[src/rtl/xga_mem_pkg.sv]
// Shared types for the xga SDRAM command path: the 41-bit single-word memory command
// and the client identifiers carried in the outstanding-read tag FIFO.
package xga_mem_pkg;

  typedef struct packed {
    logic        we;
    logic [23:0] addr;
    logic [15:0] data;
  } mem_cmd_t;

  localparam logic CLIENT_DISPLAY = 1'b0;
  localparam logic CLIENT_GENERAL = 1'b1;

endpackage

[src/rtl/order_fifo.sv]
// 1-bit-wide synchronous FIFO holding the issuing client of each outstanding read.
// Depth must be a power of two, 2 or more; the head is combinational.
module order_fifo #(
  parameter int unsigned Depth = 8
) (
  input  logic clk_i,
  input  logic rst_i,
  input  logic push_i,
  input  logic data_i,
  input  logic pop_i,
  output logic data_o,
  output logic full_o,
  output logic empty_o
);

  localparam int unsigned AddrW = $clog2(Depth);

  logic [Depth-1:0] mem_q;
  logic [AddrW:0]   wr_q, wr_d;
  logic [AddrW:0]   rd_q, rd_d;
  logic             do_push, do_pop;

  // Extra pointer bit distinguishes full from empty when the indices match.
  assign full_o  = (wr_q[AddrW] != rd_q[AddrW]) && (wr_q[AddrW-1:0] == rd_q[AddrW-1:0]);
  assign empty_o = (wr_q == rd_q);
  assign data_o  = mem_q[rd_q[AddrW-1:0]];

  always_comb begin
    do_push = push_i & ~full_o;
    do_pop  = pop_i & ~empty_o;
    wr_d    = do_push ? wr_q + (AddrW + 1)'(1) : wr_q;
    rd_d    = do_pop  ? rd_q + (AddrW + 1)'(1) : rd_q;
  end

  always_ff @(posedge clk_i) begin
    if (rst_i) begin
      wr_q <= '0;
      rd_q <= '0;
    end else begin
      wr_q <= wr_d;
      rd_q <= rd_d;
    end
  end

  always_ff @(posedge clk_i) begin
    if (do_push) begin
      mem_q[wr_q[AddrW-1:0]] <= data_i;
    end
  end

endmodule

[src/rtl/mem_cmd_arbiter.sv]
// Two-client arbiter for the single-word SDRAM command path: fixed priority to the display
// client with a starvation limit, plus in-order steering of read responses by issuing client.
module mem_cmd_arbiter
  import xga_mem_pkg::*;
#(
  parameter int unsigned MAX_HOLD    = 4,
  parameter int unsigned ORDER_DEPTH = 8
) (
  input  logic        clk,
  input  logic        reset_i,
  input  logic        c0_cmd_valid_i,
  output logic        c0_cmd_ready_o,
  input  logic [40:0] c0_cmd_i,
  input  logic        c1_cmd_valid_i,
  output logic        c1_cmd_ready_o,
  input  logic [40:0] c1_cmd_i,
  output logic        c0_rsp_valid_o,
  input  logic        c0_rsp_ready_i,
  output logic [15:0] c0_rsp_data_o,
  output logic        c1_rsp_valid_o,
  input  logic        c1_rsp_ready_i,
  output logic [15:0] c1_rsp_data_o,
  output logic [40:0] writer_d_o,
  output logic        writer_enq_o,
  input  logic        writer_full_i,
  input  logic [15:0] reader_q_i,
  output logic        reader_deq_o,
  input  logic        reader_empty_i,
  output logic        rsp_orphan_o
);

  localparam int unsigned HoldW = $clog2(MAX_HOLD + 1);

  mem_cmd_t         c0_cmd, c1_cmd;
  logic             c0_elig, c1_elig, grant0, grant1, hold_max;
  logic             tag_full, tag_empty, tag_head, tag_push, tag_pop, tag_id;
  logic             rsp_avail, c0_rsp_v, c1_rsp_v;
  logic [HoldW-1:0] hold_q, hold_d;
  logic             orphan_q, orphan_d;

  assign c0_cmd = mem_cmd_t'(c0_cmd_i);
  assign c1_cmd = mem_cmd_t'(c1_cmd_i);

  always_comb begin
    hold_max = (hold_q == HoldW'(MAX_HOLD));
    c0_elig  = ~reset_i & c0_cmd_valid_i & ~writer_full_i & (c0_cmd.we | ~tag_full);
    c1_elig  = ~reset_i & c1_cmd_valid_i & ~writer_full_i & (c1_cmd.we | ~tag_full);
    grant1   = c1_elig & (~c0_elig | hold_max);
    grant0   = c0_elig & ~grant1;
    tag_push = (grant0 & ~c0_cmd.we) | (grant1 & ~c1_cmd.we);
    tag_id   = grant1 ? CLIENT_GENERAL : CLIENT_DISPLAY;
  end

  assign c0_cmd_ready_o = grant0;
  assign c1_cmd_ready_o = grant1;
  assign writer_enq_o   = grant0 | grant1;
  assign writer_d_o     = grant1 ? c1_cmd : c0_cmd;

  always_comb begin
    rsp_avail = ~reset_i & ~tag_empty & ~reader_empty_i;
    c0_rsp_v  = rsp_avail & (tag_head == CLIENT_DISPLAY);
    c1_rsp_v  = rsp_avail & (tag_head == CLIENT_GENERAL);
    tag_pop   = (c0_rsp_v & c0_rsp_ready_i) | (c1_rsp_v & c1_rsp_ready_i);
  end

  assign c0_rsp_valid_o = c0_rsp_v;
  assign c1_rsp_valid_o = c1_rsp_v;
  assign c0_rsp_data_o  = reader_q_i;
  assign c1_rsp_data_o  = reader_q_i;
  assign reader_deq_o   = tag_pop;
  assign rsp_orphan_o   = orphan_q;

  // Only a display grant taken while the general client waits counts toward starvation.
  always_comb begin
    hold_d = hold_q;
    if (grant0 && c1_cmd_valid_i) begin
      if (!hold_max) begin
        hold_d = hold_q + HoldW'(1);
      end
    end else if (grant0 || grant1) begin
      hold_d = '0;
    end
    orphan_d = orphan_q | (~reader_empty_i & tag_empty);
  end

  always_ff @(posedge clk) begin
    if (reset_i) begin
      hold_q   <= '0;
      orphan_q <= 1'b0;
    end else begin
      hold_q   <= hold_d;
      orphan_q <= orphan_d;
    end
  end

  order_fifo #(
    .Depth (ORDER_DEPTH)
  ) u_order_fifo (
    .clk_i   (clk),
    .rst_i   (reset_i),
    .push_i  (tag_push),
    .data_i  (tag_id),
    .pop_i   (tag_pop),
    .data_o  (tag_head),
    .full_o  (tag_full),
    .empty_o (tag_empty)
  );

endmodule
[config.mk]
export PLATFORM = sky130hd
export DESIGN_NAME = mem_cmd_arbiter
export DESIGN_NICKNAME = d
export VERILOG_FILES = /design/src/rtl/xga_mem_pkg.sv /design/src/rtl/order_fifo.sv /design/src/rtl/mem_cmd_arbiter.sv
export SDC_FILE = /design/constraint.sdc
export NUM_CORES = 1
export LEC_CHECK = 0
export CORE_MARGIN = 2
export CORE_UTILIZATION = 35
export CTS_CLUSTER_SIZE = 16
export DETAILED_ROUTE_END_ITERATION = 7
export PLACE_DENSITY = 0.93
export SETUP_SLACK_MARGIN = 0.15
export SYNTH_ARGS = -nofsm -noshare
export SYNTH_HDL_FRONTEND = slang
export SYNTH_SLANG_ARGS = --single-unit
[constraint.sdc]
create_clock -name clk -period 3.65 [get_ports clk]
set_input_delay 0.365 -clock clk [delete_from_list [all_inputs] [get_ports clk]]
set_output_delay 0.365 -clock clk [all_outputs]
set_load 0.03 [all_outputs]
==> results of run 1 <==
-- flip-flops by register name, summed over array words and instances (netlist names) --
register / flops
hold_q: 3
u_order_fifo.rd_q: 4
u_order_fifo.wr_q: 4
u_order_fifo.mem_q: 8
rsp_orphan_o: 1
-- logic make-up (layout without fill, tap and decap cells) --
family,after synthesis,count (layout),share of synthesized area [%]
simple gates,51,51,14.7
buf+inv,43,149,17.5
fa+ha+maj,4,4,2.38
compound gates,16,16,5.70
flops,20,20,22.8
mux,51,51,35.3
xor+xnor,4,4,1.66
-- power groups by stage --
stage	clock (mW)	combinational [mW]	sequential [mW]
floorplan	0	0.237	0.244
global placement	0	0.341	0.242
detailed placement	0	0.344	0.243
CTS	0.228	0.345	0.237
global route	0.237	0.360	0.238
finish	0.221	0.342	0.237
-- cell usage after synthesis, types with 2 or more instances --
library cell | instances | area share [%]
nor3b_1 | 2 | 0.71
xnor2_1 | 3 | 1.2
buf_12 | 4 | 3.8
edfxtp_1 | 8 | 11
mux2_2 | 4 | 2.1
nor3_1 | 2 | 0.48
nand3_1 | 3 | 0.71
ha_1 | 4 | 2.4
inv_1 | 4 | 0.71
mux2_4 | 39 | 28
a21oi_1 | 3 | 0.71
mux2i_1 | 5 | 2.4
dfxtp_1 | 12 | 11
nor2_1 | 12 | 2.1
nor2b_1 | 3 | 0.89
buf_6 | 3 | 1.6
buf_4 | 32 | 11
o21ai_0 | 2 | 0.48
nand2_1 | 12 | 2.1
-- layout make-up --
| type | count | share of cell area, % |
|---|---|---|
| Clock buffer | 3 | 1.24 |
| Clock inverter | 1 | 0.904 |
| Tap cell | 75 | 2.83 |
| Inverter | 4 | 0.452 |
| Multi-Input combinational cell | 126 | 37.9 |
| Timing Repair Buffer | 141 | 42.2 |
| Sequential cell | 20 | 14.5 |
-- critical path: stages (launching register included) --
cell and delay (ns):
dfxtp_1 0.51, xnor2_1 0.20, nand4_2 0.24, nor2_1 0.19
o221a_2 0.22, buf_4 0.32, mux2_4 0.35, clkdlybuf4s50_1 0.60
-- final timing paths --
check                           slack [ns]                           endpoint                         startpoint  cells after the start
worst max-delay path                  0.38                      writer_d_o[8]  u_order_fifo.wr_q[1]$_SDFFE_PP0P_                      7
worst min-delay path                  0.49  u_order_fifo.wr_q[3]$_SDFFE_PP0P_  u_order_fifo.wr_q[3]$_SDFFE_PP0P_                      2
worst max register to register        1.58  u_order_fifo.rd_q[1]$_SDFFE_PP0P_  u_order_fifo.rd_q[1]$_SDFFE_PP0P_                      5
worst min register to register        0.49  u_order_fifo.wr_q[3]$_SDFFE_PP0P_  u_order_fifo.wr_q[3]$_SDFFE_PP0P_                      2
-- through the flow --
step	util, %	setup slack (ns)	hold slack [ns]
6_report	56.4	0.376	0.487
5_1_grt	56.4	0.203	0.502
4_1_cts	56.4	0.273	0.486
3_5_place_dp	55.1	0.413	0.474
3_3_place_gp	55.1	0.420	0.463
2_1_floorplan	-	1.20	0.455
-- metal layers --
| layer | track usage (%) | share of wire, % |
|---|---|---|
| met1 | 16.4 | 40 |
| met2 | 27.8 | 51 |
| met3 | 3.85 | 7.1 |
| met4 | 3.00 | 1.2 |
| met5 | 0 | 0 |
-- repair_timing --
action                     in CTS  in global routing
gates resized for setup         0                  1
setup buffers                   0                  0
setup endpoints to repair       0                 16
==> results.cfg, run 1 <==
[run_status]
outcome = complete, no violations

[placement]
dp_hpwl_um = 4560
placedInstanceArea_um2 = 3250
gp_congestion = 0.768
port_buffers = 137
place_inst = 366

[setup_path]
cp-end-kind = output port
start_kind = register
worstPathMaxFanout = 23
crit_type = register to output port
worstPathRequired_ns = 3.28
cp.arrival_ns = 2.91

[die]
initial_core_util_pct = 35.8
design.die.area_um2 = 6660
die_x_um = 81.6
io_pins = 186
die_h_um = 81.6
core_area_um2 = 5890
num_rows = 28

[timing]
setup_viol = 0
setup_tns_ns = 0
min_period_ns = 3.27
finalHoldViolations = 0
rsz0062_at_grt = no
maxSlewViolCount = 0
tightest_slew_ns = 0.370
slew_headroom_pct = 75.3
max_freq_mhz = 305
period_share_pct = 89.7
clock_skew_ns = 0.0101

[pwr]
powerDensity_nw_per_um2 = 241
seq_power_share_pct = 29.6
power_uw = 801
comb_power_share_pct = 42.7
cellInternalPower_uw = 581
switching_share_pct = 27.4
p_sw_uw = 220
ir_worst_vdd_uv = 208
clock_power_share_pct = 27.6
leakagePower_nw = 1.30

[finish]
antenna_cells = 0
final_nets = 406
finalInstanceArea_um2 = 3320
drive_above_1_share_pct = 22.7
final_cell_mix = clkdlybuf4s50_1 (136), mux2_4 (39), nand2_1 (12), nor2_1 (12), dfxtp_1 (12)
num-fill-cells = 516
syn2layout_area_growth_pct = 57.6
multi_input_area_um2 = 1260
instances_no_fill = 370
seq_area_um2 = 480
final_common_cell = clkdlybuf4s50_1

[yosys]
syn_inst = 189
yosysSeqAreaShare_pct = 22.8
yosysWarnings = 0
yosys_register_bits = 20
yosysUniqueCellTypes = 51
synth_edf_count = 8
synthesis.nets = 299
synth_area_per_cell_um2 = 11.1
synth_area_um2 = 2110
synth-async-reset-ratio_pct = 0
synthFlopType = dfxtp_1

[clocking]
clk_pin_slew_ns = 0.08
clk_latency_ns = 0.26
cts_root_buf = clkbuf_8
cts_buffers = 3
cts_max_level = 1
tritoncts = built
cts_sinks = 20
hold_buffers = 0
clockBufferDepth = 2

[detailed_routing]
ant_nets = 0
drt_iter0_drc = 38
route.detailed.wl_per_inst_um = 14.5
drt_wl_total_um = 5380
via_per_inst = 4.57
drt-pass1-iter-count = 4
num_vias = 1692
drc = 0

[grt]
grt_use_total_pct = 14.7
grt_max_degree = 29
grt_pass1_wl_um = 7580
antenna_found_initial = 0
grt_pass1_vias = 1631
grt_overflow = 0

[hold_path]
min_path_type = register to register

[flow_run]
maxCapViolCount = 0
Note: power is estimated with default switching activity, not from simulation.
==> inputs of run 2 (changes only) <==
Settings changed: SLEW_MARGIN set to 20.
==> results of run 2 <==
Same layout as run 1: the final DEF is identical, and so are final timing and power.
